==> src/rtl/avalon_uart.sv <==
// Avalon-MM 8N1 UART: register file, TX FIFO + serialiser, synchronised RX deserialiser, level IRQ.
//
// TX FSM
//   state    | meaning
//   TX_IDLE  | line high, pops the FIFO as soon as it is non-empty
//   TX_START | drives the start bit (0) for BAUD_DIV+1 clk
//   TX_DATA  | drives 8 data bits LSB first, BAUD_DIV+1 clk each
//   TX_STOP  | drives the stop bit (1); chains straight into TX_START if more data is queued
//
// RX FSM
//   state    | meaning
//   RX_IDLE  | waits for a 1->0 edge on the synchronised line
//   RX_START | half-bit wait, then confirms the start bit (high = glitch, back to idle)
//   RX_DATA  | samples 8 data bits at mid-bit, LSB first
//   RX_STOP  | samples the stop bit; delivers the byte or flags a framing error
//   RX_WAIT  | after a framing error, waits for the line to return high
module avalon_uart #(
  parameter int unsigned DEFAULT_DIV   = 433,
  parameter int unsigned TX_FIFO_DEPTH = 4
) (
  input  logic        clk,
  input  logic        reset,
  input  logic [1:0]  avs_address,
  input  logic        avs_read,
  input  logic        avs_write,
  input  logic [31:0] avs_writedata,
  output logic [31:0] avs_readdata,
  output logic        avs_waitrequest,
  output logic        irq,
  output logic        uart_txd,
  input  logic        uart_rxd
);

  localparam int unsigned AW = $clog2(TX_FIFO_DEPTH);
  localparam logic [AW:0] FIFO_FULL = (AW+1)'(TX_FIFO_DEPTH);
  localparam logic [15:0] DIV_RST = 16'(DEFAULT_DIV);

  typedef enum logic [1:0] {TX_IDLE, TX_START, TX_DATA, TX_STOP} tx_state_t;
  typedef enum logic [2:0] {RX_IDLE, RX_START, RX_DATA, RX_STOP, RX_WAIT} rx_state_t;

  logic [15:0]   baud_div;
  logic [1:0]    ctrl;
  logic          rx_valid, rx_overrun, frame_err, tx_drop;
  logic [7:0]    rx_byte;
  logic [7:0]    fifo_mem [TX_FIFO_DEPTH];
  logic [AW-1:0] wr_ptr, rd_ptr;
  logic [AW:0]   fifo_count;
  logic          tx_full, tx_empty, tx_busy, tx_pop, push_ok, push_drop;
  logic          sel_data_wr, sel_stat_wr, sel_baud_wr, sel_ctrl_wr, sel_data_rd;
  logic [6:0]    status;
  logic [31:0]   rd_mux;
  logic          unused_wdata;

  tx_state_t   tx_state, tx_state_n;
  logic [15:0] tx_cnt, tx_cnt_n;
  logic [2:0]  tx_bit, tx_bit_n;
  logic [7:0]  tx_shift, tx_shift_n;
  logic        tx_txd, txd_n;

  rx_state_t   rx_state, rx_state_n;
  logic [15:0] rx_cnt, rx_cnt_n;
  logic [2:0]  rx_bit, rx_bit_n;
  logic [7:0]  rx_shift, rx_shift_n;
  logic        rx_s1, rx_s2, rx_s3, rx_done, rx_ferr;
  logic [16:0] div_p1;

  assign avs_waitrequest = 1'b0;
  assign uart_txd        = tx_txd;
  assign unused_wdata    = ^avs_writedata[31:16];

  assign sel_data_wr = avs_write && (avs_address == 2'd0);
  assign sel_stat_wr = avs_write && (avs_address == 2'd1);
  assign sel_baud_wr = avs_write && (avs_address == 2'd2);
  assign sel_ctrl_wr = avs_write && (avs_address == 2'd3);
  assign sel_data_rd = avs_read  && (avs_address == 2'd0);

  assign tx_full   = (fifo_count == FIFO_FULL);
  assign tx_empty  = (fifo_count == '0);
  assign tx_busy   = (tx_state != TX_IDLE);
  assign push_ok   = sel_data_wr && !tx_full;
  assign push_drop = sel_data_wr && tx_full;
  assign status    = {tx_drop, frame_err, rx_overrun, tx_busy, tx_empty, tx_full, rx_valid};
  assign div_p1    = {1'b0, baud_div} + 17'd1;

  // Read mux reflects pre-write register values
  always_comb begin
    rd_mux = 32'd0;
    case (avs_address)
      2'd0:    rd_mux = {24'd0, rx_byte};
      2'd1:    rd_mux = {25'd0, status};
      2'd2:    rd_mux = {16'd0, baud_div};
      default: rd_mux = {30'd0, ctrl};
    endcase
  end

  // FIFO storage, no reset needed on the data array
  always_ff @(posedge clk) begin
    if (push_ok) fifo_mem[wr_ptr] <= avs_writedata[7:0];
  end

  // FIFO pointers and occupancy
  always_ff @(posedge clk) begin
    if (reset) begin
      wr_ptr     <= '0;
      rd_ptr     <= '0;
      fifo_count <= '0;
    end else begin
      if (push_ok) wr_ptr <= wr_ptr + AW'(1);
      if (tx_pop)  rd_ptr <= rd_ptr + AW'(1);
      fifo_count <= fifo_count + (AW+1)'(push_ok) - (AW+1)'(tx_pop);
    end
  end

  // Register file, sticky flags, RX holding register, read data and irq
  always_ff @(posedge clk) begin
    if (reset) begin
      baud_div     <= DIV_RST;
      ctrl         <= 2'd0;
      tx_drop      <= 1'b0;
      frame_err    <= 1'b0;
      rx_overrun   <= 1'b0;
      rx_valid     <= 1'b0;
      rx_byte      <= 8'd0;
      avs_readdata <= 32'd0;
      irq          <= 1'b0;
    end else begin
      if (avs_read)    avs_readdata <= rd_mux;
      if (sel_baud_wr) baud_div <= (avs_writedata[15:0] < 16'd4) ? 16'd4 : avs_writedata[15:0];
      if (sel_ctrl_wr) ctrl <= avs_writedata[1:0];
      tx_drop    <= (tx_drop    & ~(sel_stat_wr & avs_writedata[6])) | push_drop;
      frame_err  <= (frame_err  & ~(sel_stat_wr & avs_writedata[5])) | rx_ferr;
      rx_overrun <= (rx_overrun & ~(sel_stat_wr & avs_writedata[4])) |
                    (rx_done & rx_valid & ~sel_data_rd);
      if (rx_done && (!rx_valid || sel_data_rd)) begin
        rx_byte  <= rx_shift;
        rx_valid <= 1'b1;
      end else if (sel_data_rd) begin
        rx_valid <= 1'b0;
      end
      irq <= (rx_valid & ctrl[0]) | (tx_empty & ~tx_busy & ctrl[1]);
    end
  end

  // TX state register; txd is registered from the next state
  always_ff @(posedge clk) begin
    if (reset) begin
      tx_state <= TX_IDLE;
      tx_cnt   <= 16'd0;
      tx_bit   <= 3'd0;
      tx_shift <= 8'd0;
      tx_txd   <= 1'b1;
    end else begin
      tx_state <= tx_state_n;
      tx_cnt   <= tx_cnt_n;
      tx_bit   <= tx_bit_n;
      tx_shift <= tx_shift_n;
      tx_txd   <= txd_n;
    end
  end

  // TX next state: down-counter per bit, reloaded from BAUD_DIV at each boundary
  always_comb begin
    tx_state_n = tx_state;
    tx_cnt_n   = tx_cnt - 16'd1;
    tx_bit_n   = tx_bit;
    tx_shift_n = tx_shift;
    tx_pop     = 1'b0;
    case (tx_state)
      TX_IDLE: begin
        tx_cnt_n = tx_cnt;
        if (!tx_empty) begin
          tx_pop     = 1'b1;
          tx_shift_n = fifo_mem[rd_ptr];
          tx_cnt_n   = baud_div;
          tx_state_n = TX_START;
        end
      end
      TX_START: if (tx_cnt == 16'd0) begin
        tx_cnt_n   = baud_div;
        tx_bit_n   = 3'd0;
        tx_state_n = TX_DATA;
      end
      TX_DATA: if (tx_cnt == 16'd0) begin
        tx_cnt_n = baud_div;
        if (tx_bit == 3'd7) begin
          tx_state_n = TX_STOP;
        end else begin
          tx_shift_n = {1'b0, tx_shift[7:1]};
          tx_bit_n   = tx_bit + 3'd1;
        end
      end
      default: if (tx_cnt == 16'd0) begin
        tx_cnt_n = baud_div;
        if (!tx_empty) begin
          tx_pop     = 1'b1;
          tx_shift_n = fifo_mem[rd_ptr];
          tx_state_n = TX_START;
        end else begin
          tx_state_n = TX_IDLE;
        end
      end
    endcase
    case (tx_state_n)
      TX_START: txd_n = 1'b0;
      TX_DATA:  txd_n = tx_shift_n[0];
      default:  txd_n = 1'b1;
    endcase
  end

  // RX synchroniser plus one extra flop for edge detection
  always_ff @(posedge clk) begin
    if (reset) begin
      rx_s1 <= 1'b1;
      rx_s2 <= 1'b1;
      rx_s3 <= 1'b1;
    end else begin
      rx_s1 <= uart_rxd;
      rx_s2 <= rx_s1;
      rx_s3 <= rx_s2;
    end
  end

  // RX state register
  always_ff @(posedge clk) begin
    if (reset) begin
      rx_state <= RX_IDLE;
      rx_cnt   <= 16'd0;
      rx_bit   <= 3'd0;
      rx_shift <= 8'd0;
    end else begin
      rx_state <= rx_state_n;
      rx_cnt   <= rx_cnt_n;
      rx_bit   <= rx_bit_n;
      rx_shift <= rx_shift_n;
    end
  end

  // RX next state: half-bit wait to centre the samples, then one sample per bit period
  always_comb begin
    rx_state_n = rx_state;
    rx_cnt_n   = rx_cnt - 16'd1;
    rx_bit_n   = rx_bit;
    rx_shift_n = rx_shift;
    rx_done    = 1'b0;
    rx_ferr    = 1'b0;
    case (rx_state)
      RX_IDLE: begin
        rx_cnt_n = rx_cnt;
        if (rx_s3 && !rx_s2) begin
          rx_cnt_n   = div_p1[16:1];
          rx_state_n = RX_START;
        end
      end
      RX_START: if (rx_cnt == 16'd0) begin
        rx_cnt_n   = baud_div;
        rx_bit_n   = 3'd0;
        rx_state_n = rx_s2 ? RX_IDLE : RX_DATA;
      end
      RX_DATA: if (rx_cnt == 16'd0) begin
        rx_cnt_n   = baud_div;
        rx_shift_n = {rx_s2, rx_shift[7:1]};
        if (rx_bit == 3'd7) rx_state_n = RX_STOP;
        else                rx_bit_n = rx_bit + 3'd1;
      end
      RX_STOP: if (rx_cnt == 16'd0) begin
        if (rx_s2) begin
          rx_done    = 1'b1;
          rx_state_n = RX_IDLE;
        end else begin
          rx_ferr    = 1'b1;
          rx_state_n = RX_WAIT;
        end
      end
      default: begin
        rx_cnt_n = rx_cnt;
        if (rx_s2) rx_state_n = RX_IDLE;
      end
    endcase
  end

endmodule

==> config.mk <==
export PLATFORM = sky130hd
export DESIGN_NAME = avalon_uart
export DESIGN_NICKNAME = d
export VERILOG_FILES = /design/src/rtl/avalon_uart.sv
export SDC_FILE = /design/constraint.sdc
export NUM_CORES = 1
export LEC_CHECK = 0
export CORE_UTILIZATION = 40
export DETAILED_ROUTE_END_ITERATION = 10
export GPL_TIMING_DRIVEN = 0
export SYNTH_ARGS = -nofsm -noshare
export SYNTH_HDL_FRONTEND = slang
export SYNTH_SLANG_ARGS = --single-unit
==> constraint.sdc <==
create_clock -name clk -period 8.7 [get_ports clk]
set_input_delay 0.87 -clock clk [delete_from_list [all_inputs] [get_ports clk]]
set_output_delay 0.87 -clock clk [all_outputs]
set_load 0.01 [all_outputs]
==> results of run 1 <==
==> where the power goes <==
part | switching [mW] | total [mW] | internal (mW) | leakage [nW]
logic | 0.574 | 0.946 | 0.372 | 1.70
registers | 0.0849 | 0.883 | 0.798 | 1.26
clock network | 0.317 | 0.684 | 0.367 | 0.240
==> stage by stage <==
stage          power (mW)  util (%)  std cells  area [µm²]  hold slack (ns)
6_report            2.513     47.71       1174        8955           0.4088
5_1_grt             2.662     47.71       1174        8955           0.4423
4_1_cts             2.504     47.71       1174        8955           0.4102
3_5_place_dp        1.828     44.87       1142        8421           0.3955
3_3_place_gp        1.820     44.87       1142        8421           0.3954
2_1_floorplan       1.581         -        868        7727           0.3895
==> layout by cell type (no fill, tap or decap), drive strengths merged, types with 6 or more instances in the layout <==
master and count:
dfxtp 119, nor2 115, nand2 71, a21oi 64, clkbuf 56, o21ai 49, clkdlybuf4s50 40, buf 36
nand3 32, edfxtp 32, mux2i 29, inv 26, nor3 25, conb 17, a211oi 16, ha 14
nor4 14, xnor2 12, a22oi 10, mux4 10, and2 9, nand4 9, a221oi 9, nor2b 7
o211ai 7, or2 6, nand2b 6, a31oi 6, clkinvlp 6, or3 6
==> how the worst min path moves through the flow <==
stage / from / end / slack (ns) / depth (start not counted)
after floorplan: rx_s1$_SDFF_PP1_ / rx_s2$_SDFF_PP1_ / 0.39 / 1
after global placement: rx_s1$_SDFF_PP1_ / rx_s2$_SDFF_PP1_ / 0.40 / 1
after detailed placement: rx_s1$_SDFF_PP1_ / rx_s2$_SDFF_PP1_ / 0.40 / 1
after CTS: rx_s1$_SDFF_PP1_ / rx_s2$_SDFF_PP1_ / 0.41 / 1
after global routing: rx_s1$_SDFF_PP1_ / rx_s2$_SDFF_PP1_ / 0.44 / 1
final: rx_s1$_SDFF_PP1_ / rx_s2$_SDFF_PP1_ / 0.41 / 1
==> registers in the layout, summed over array words and instances (netlist names), 3 cells and up, named ones only <==
name and count:
tx_shift 8, rx_byte 8, baud_div 16, tx_cnt 16, tx_bit 3, rx_shift 8
rx_bit 3, rx_state 3, rx_cnt 16, avs_readdata 16, fifo_count 3, fifo_mem 32
==> final cells by class <==
class / count / area (µm²)
multi-input cells: 619 / 3896
fillers: 1827 / 9813
flip-flops and latches: 151 / 3343
clock inverters: 13 / 101.3
repair buffers: 40 / 400.4
plain buffers: 74 / 397.9
clock buffers: 19 / 432.9
inverters: 24 / 90.09
well taps: 234 / 292.8
==> worst max-delay path, delay by kind of cell <==
family	cells	cell delay, ns
xor+xnor	2	0.32
fa+ha+maj	3	0.85
buf+inv	3	0.69
simple gates	3	0.95
==> cells by family (layout without fill, tap and decap cells) <==
group / count (synthesis) / count (layout) / share of synthesized area, %
compound gates: 212 / 212 / 18.39
xor+xnor: 16 / 16 / 1.828
fa+ha+maj: 15 / 15 / 2.546
buf+inv: 98 / 170 / 6.364
flops: 151 / 151 / 43.60
mux: 39 / 39 / 6.723
other cells: 1 / 17 / 0.04891
simple gates: 320 / 320 / 20.50
==> layer usage <==
metal	vias to the layer above	track usage (%)	wire [µm]
met5	-	0	0
met4	0	7.494	365
met3	26	3.419	1125
met2	207	34.08	9414
met1	3179	31.85	10490
li1	3223	-	-
==> impl_metrics.py, run 1 <==
metrics = {
    "synthesis": {
        "synth_most_common_cell": "dfxtp_1",
        "postSynth.asyncResetShare_pct": 0,
        "synth_top_cell_area_share_pct": 31.07,
        "netlist_instances": 852,
        "synth_cell_type_count": 77,
        "syn_avg_cell_area_um2": 8.999,
        "synthTopCellsByCount": "119 x dfxtp_1, 114 x nor2_1, 71 x nand2_1, 63 x a21oi_1, 44 x o21ai_0",
        "synth_area_leaders": "dfxtp_1 31%, edfxtp_1 13%, nor2_1 5.6%, a21oi_1 4.1%, mux2i_1 3.8%",
        "synth_ff_type": "dfxtp_1",
        "synth-seq-area-share_pct": 43.60,
        "synth_top_cell_by_area": "dfxtp_1",
        "synth_warnings": 0,
        "synth_edf_count": 32,
        "syn_area_um2": 7667,
        "synth_seq_cells": 151,
    },
    "sta": {
        "hold_viol_final": 0,
        "tns_ns": 0,
        "finalCritPeriodShare_pct": 38.94,
        "skew_ns": 0.008547,
        "rsz0062_at_grt": "false",
        "finalWorstSetupSlack_ns": 5.313,
        "maxSlewViolCount": 0,
        "min_period_ns": 3.387,
        "setup_viol": 0,
        "slew_headroom_pct": 40.66,
        "max_freq_mhz": 295.2,
        "worst_pin_slew_ns": 0.8852,
    },
    "worst_setup_path": {
        "crit_slowest_cell": "nor3b_1",
        "ff2ff_path_depth": 14,
        "arrival_ns": 3.69,
        "critPathKind": "in2reg",
        "startpoint": "avs_write",
        "rrSetupSlack_ns": 5.48,
        "end_kind": "flop",
        "cp.required_ns": 9.00,
        "cpPeakStageDelay_ns": 0.68,
        "crit_path_end": "fifo_count[2]$_SDFF_PP0_",
        "setup.worst_path.start_class": "input pin",
        "cp_max_fo": 7,
        "r2r-start": "tx_cnt[0]$_SDFFE_PP0P_",
        "cp_cell_sequence": "clkdlybuf4s50_1 > nor2b_1 > nor3b_1 > inv_1 > ha_1 > inv_1 > ha_1 > fa_1 > xnor2_1 > xnor2_1 > nor2_1",
        "r2r-end": "fifo_count[2]$_SDFF_PP0_",
    },
    "floorplan": {
        "dieArea_um2": 19730,
        "fp.dieW_um": 140.5,
        "rows": 50,
        "core-area_um2": 18770,
        "start_util_pct": 40.85,
        "die_h_um": 140.5,
        "io_pins": 74,
    },
    "drt": {
        "vias_per_cell": 5.652,
        "wirelength_um": 21390,
        "first_pass_iters": 5,
        "ant_nets": 0,
        "drc": 0,
        "drt_first_iter_violations": 614,
        "wl_per_cell_um": 18.22,
        "vias": 6635,
    },
    "placed_design": {
        "routabilityCongestion": 0.9367,
        "place_ws_ns": 4.832,
        "place_hpwl_um": 15440,
        "portBuffers": 40,
    },
    "global_routing": {
        "grt_first_pass_wirelength_um": 33550,
        "grt_max_degree": 17,
        "grt.overflow.total": 0,
        "antenna_found_initial": 0,
        "grt_usage_pct": 22.23,
        "grt_pass1_vias": 5952,
    },
    "clocking": {
        "cts.htree.levels": 4,
        "holdBufCountCts": 0,
        "cts_tree": "done",
        "clk_pin_slew_ns": 0.07,
        "cts_root_buf": "clkbuf_16",
        "cts_resized": 0,
        "cts_sinks": 151,
        "cts_setup_buffers": 0,
        "numCtsBuffers": 17,
        "worst_skew_pair.late_latency_ns": 0.43,
        "clk_path_buf_depth": 2,
    },
    "run": {
        "cap_violations": 0,
    },
    "finish": {
        "nets": 981,
        "n_antenna_cell": 0,
        "drive_gt1_share_pct": 10.64,
        "syn_to_final_growth_pct": 16.79,
    },
    "run_status": {
        "status": "finished, final reports clean",
    },
    "power_and_ir_drop": {
        "p_per_area_nw_per_um2": 280.6,
        "leakage_nw": 3.198,
        "vdd_drop_max_mv": 0.1605,
    },
    "hold_path": {
        "hold_class": "reg2reg",
    },
}
Power figures use the tool's default switching activity.
==> run 2: changes to the inputs <==
==> constraint.sdc (replaced) <==
create_clock -name clk -period 3.2 [get_ports clk]
set_input_delay 0.32 -clock clk [delete_from_list [all_inputs] [get_ports clk]]
set_output_delay 0.32 -clock clk [all_outputs]
set_load 0.01 [all_outputs]
==> run 2 against run 1 <==
  * Non-clock buffer count is 2 higher
  * Critical path depth up 3
  * Utilization is 0.11 points higher
  * Sequential cell count unchanged
  * Hold slack hardly changed
  * Setup slack worse by 5.1 ns
  * Die area did not move
  * Combinational power increased to 2.8 times the previous value
  * Clock power rose to 2.7 times the previous value
  * Power grew to 2.7 times the previous value
  * Critical path type is now reg2reg
  * Critical endpoint unchanged
  * Largest cell class unchanged
  * Highest routed layer unchanged
==> impl_metrics.py, run 2 (same netlist as run 1, synthesis figures left out) <==
metrics = {
    "run_status": {
        "status": "finished, final reports clean",
    },
    "drt": {
        "first_pass_iters": 5,
        "vias": 6645,
        "wl_per_cell_um": 18.21,
        "ant_nets": 0,
        "drc": 0,
        "vias_per_cell": 5.651,
        "drt_first_iter_violations": 617,
        "wirelength_um": 21410,
    },
    "placed_design": {
        "portBuffers": 40,
        "place_ws_ns": -0.1179,
        "place_hpwl_um": 15440,
        "routabilityCongestion": 0.9367,
        "dp_cells": 1142,
    },
    "worst_setup_path": {
        "cp_max_fo": 7,
        "critPathKind": "reg2reg",
        "r2r-start": "tx_cnt[0]$_SDFFE_PP0P_",
        "r2r-end": "fifo_count[2]$_SDFF_PP0_",
        "arrival_ns": 3.27,
        "end_kind": "flop",
        "ff2ff_path_depth": 14,
        "setup.worst_path.start_class": "flop",
        "crit_path_end": "fifo_count[2]$_SDFF_PP0_",
        "cp.required_ns": 3.51,
        "startpoint": "tx_cnt[0]$_SDFFE_PP0P_",
        "rrSetupSlack_ns": 0.23,
    },
    "clocking": {
        "cts.htree.levels": 4,
        "holdBufCountCts": 0,
        "cts_tree": "done",
        "clk_path_buf_depth": 2,
        "cts_root_buf": "clkbuf_16",
        "numCtsBuffers": 17,
        "worst_skew_pair.late_latency_ns": 0.43,
        "clk_pin_slew_ns": 0.07,
        "cts_sinks": 151,
    },
    "sta": {
        "rsz0062_at_grt": "false",
        "max_freq_mhz": 336.9,
        "slew_headroom_pct": 40.45,
        "min_period_ns": 2.968,
        "finalCritPeriodShare_pct": 92.76,
        "maxSlewViolCount": 0,
        "tns_ns": 0,
        "hold_viol_final": 0,
        "finalWorstSetupSlack_ns": 0.2317,
        "skew_ns": 0.008039,
        "setup_viol": 0,
        "worst_pin_slew_ns": 0.8899,
    },
    "floorplan": {
        "start_util_pct": 40.85,
        "dieArea_um2": 19730,
        "die_h_um": 140.5,
        "core-area_um2": 18770,
        "rows": 50,
        "fp.dieW_um": 140.5,
        "io_pins": 74,
    },
    "global_routing": {
        "grt_max_degree": 17,
        "grt_pass1_vias": 5970,
        "grt_usage_pct": 22.25,
        "grt_first_pass_wirelength_um": 33580,
        "antenna_found_initial": 0,
        "grt.overflow.total": 0,
    },
    "finish": {
        "multi_input_comb_area_um2": 3902,
        "fill_cells": 1822,
        "layout_commonest_cell": "dfxtp_1",
        "drive_gt1_share_pct": 10.83,
        "nets": 983,
        "largest_register_ffs": 32,
        "seq_area_um2": 3343,
        "n_antenna_cell": 0,
        "layout_common_cells": "119 x dfxtp_1, 114 x nor2_1, 71 x nand2_1",
        "post-route-util_pct": 47.83,
        "regMostFlops": "fifo_mem",
        "syn_to_final_growth_pct": 17.07,
        "finalNonFillerCells": 1176,
    },
    "power_and_ir_drop": {
        "swShare_pct": 38.70,
        "p_per_area_nw_per_um2": 765.7,
        "p_switching_mw": 2.660,
        "power_frac_comb_pct": 38.1,
        "power_frac_clock_pct": 26.9,
        "vdd_drop_max_mv": 0.4364,
        "internal_power_mw": 4.213,
        "p_seq_share_pct": 35.0,
        "leakage_nw": 3.209,
    },
    "hold_path": {
        "hold_class": "reg2reg",
    },
    "run": {
        "cap_violations": 0,
    },
}
## run 2: changes by cell type in the layout (fill, tap and decap cells not counted), sizes merged
cell  delta
buf      +2
## run 2: layer usage
metal | track usage [%] | wire length, µm | vias up
met1 | 31.83 | 10340 | 3183
li1 | - | - | 3230
met5 | 0 | 0 | -
met3 | 3.419 | 1202 | 29
met4 | 7.494 | 372 | 0
met2 | 34.16 | 9494 | 203
## run 2: layout make-up
cell class / instances / area share (%)
Clock inverter: 13 / 1.129
Inverter: 24 / 1.004
Multi-Input combinational cell: 619 / 43.48
Clock buffer: 19 / 4.823
Sequential cell: 151 / 37.25
Tap cell: 234 / 3.262
Timing Repair Buffer: 42 / 4.628
Buffer: 74 / 4.433
## run 2: worst min path at each step
stage	endpoint	cells past startpoint	from
2_1_floorplan	rx_s2$_SDFF_PP1_	1	rx_s1$_SDFF_PP1_
3_3_place_gp	rx_s2$_SDFF_PP1_	1	rx_s1$_SDFF_PP1_
3_5_place_dp	rx_s2$_SDFF_PP1_	1	rx_s1$_SDFF_PP1_
4_1_cts	rx_s2$_SDFF_PP1_	1	rx_s1$_SDFF_PP1_
5_1_grt	rx_s2$_SDFF_PP1_	1	rx_s1$_SDFF_PP1_
6_report	rx_s2$_SDFF_PP1_	1	rx_s1$_SDFF_PP1_
## run 2: power by group through the flow
stage	clock [mW]	sequential [mW]	combinational (mW)
2_1_floorplan	0	2.38	1.92
3_3_place_gp	0	2.43	2.52
3_5_place_dp	0	2.43	2.54
4_1_cts	1.87	2.39	2.56
5_1_grt	1.95	2.44	2.89
6_report	1.85	2.40	2.62
## run 2: metrics by stage
step	power (mW)	instance area, µm²	hold slack [ns]
3_3_place_gp	4.949	8421	0.3954
3_5_place_dp	4.969	8421	0.3955
4_1_cts	6.822	8961	0.4102
6_report	6.873	8976	0.4089
2_1_floorplan	4.299	7727	0.3895
5_1_grt	7.281	8976	0.4423
## run 2: worst max-delay path, stage by stage (launching register included)
cell and delay (ns):
dfxtp_1 0.36, inv_1 0.07, ha_1 0.19, nor3b_4 0.33
and4_1 0.23, buf_2 0.19, nand3_1 0.14, a21oi_4 0.22
ha_1 0.14, inv_1 0.04, ha_1 0.18, fa_1 0.37
xnor2_1 0.18, xnor2_1 0.14, nor2_1 0.05
## run 2: repair_timing
action                                  in CTS  in global routing
endpoints found under the hold margin        0                  0
gates resized for setup                      1                  0
endpoints found under the setup margin       1                  1
setup buffers                                0                  2
pin swaps                                    0                  1
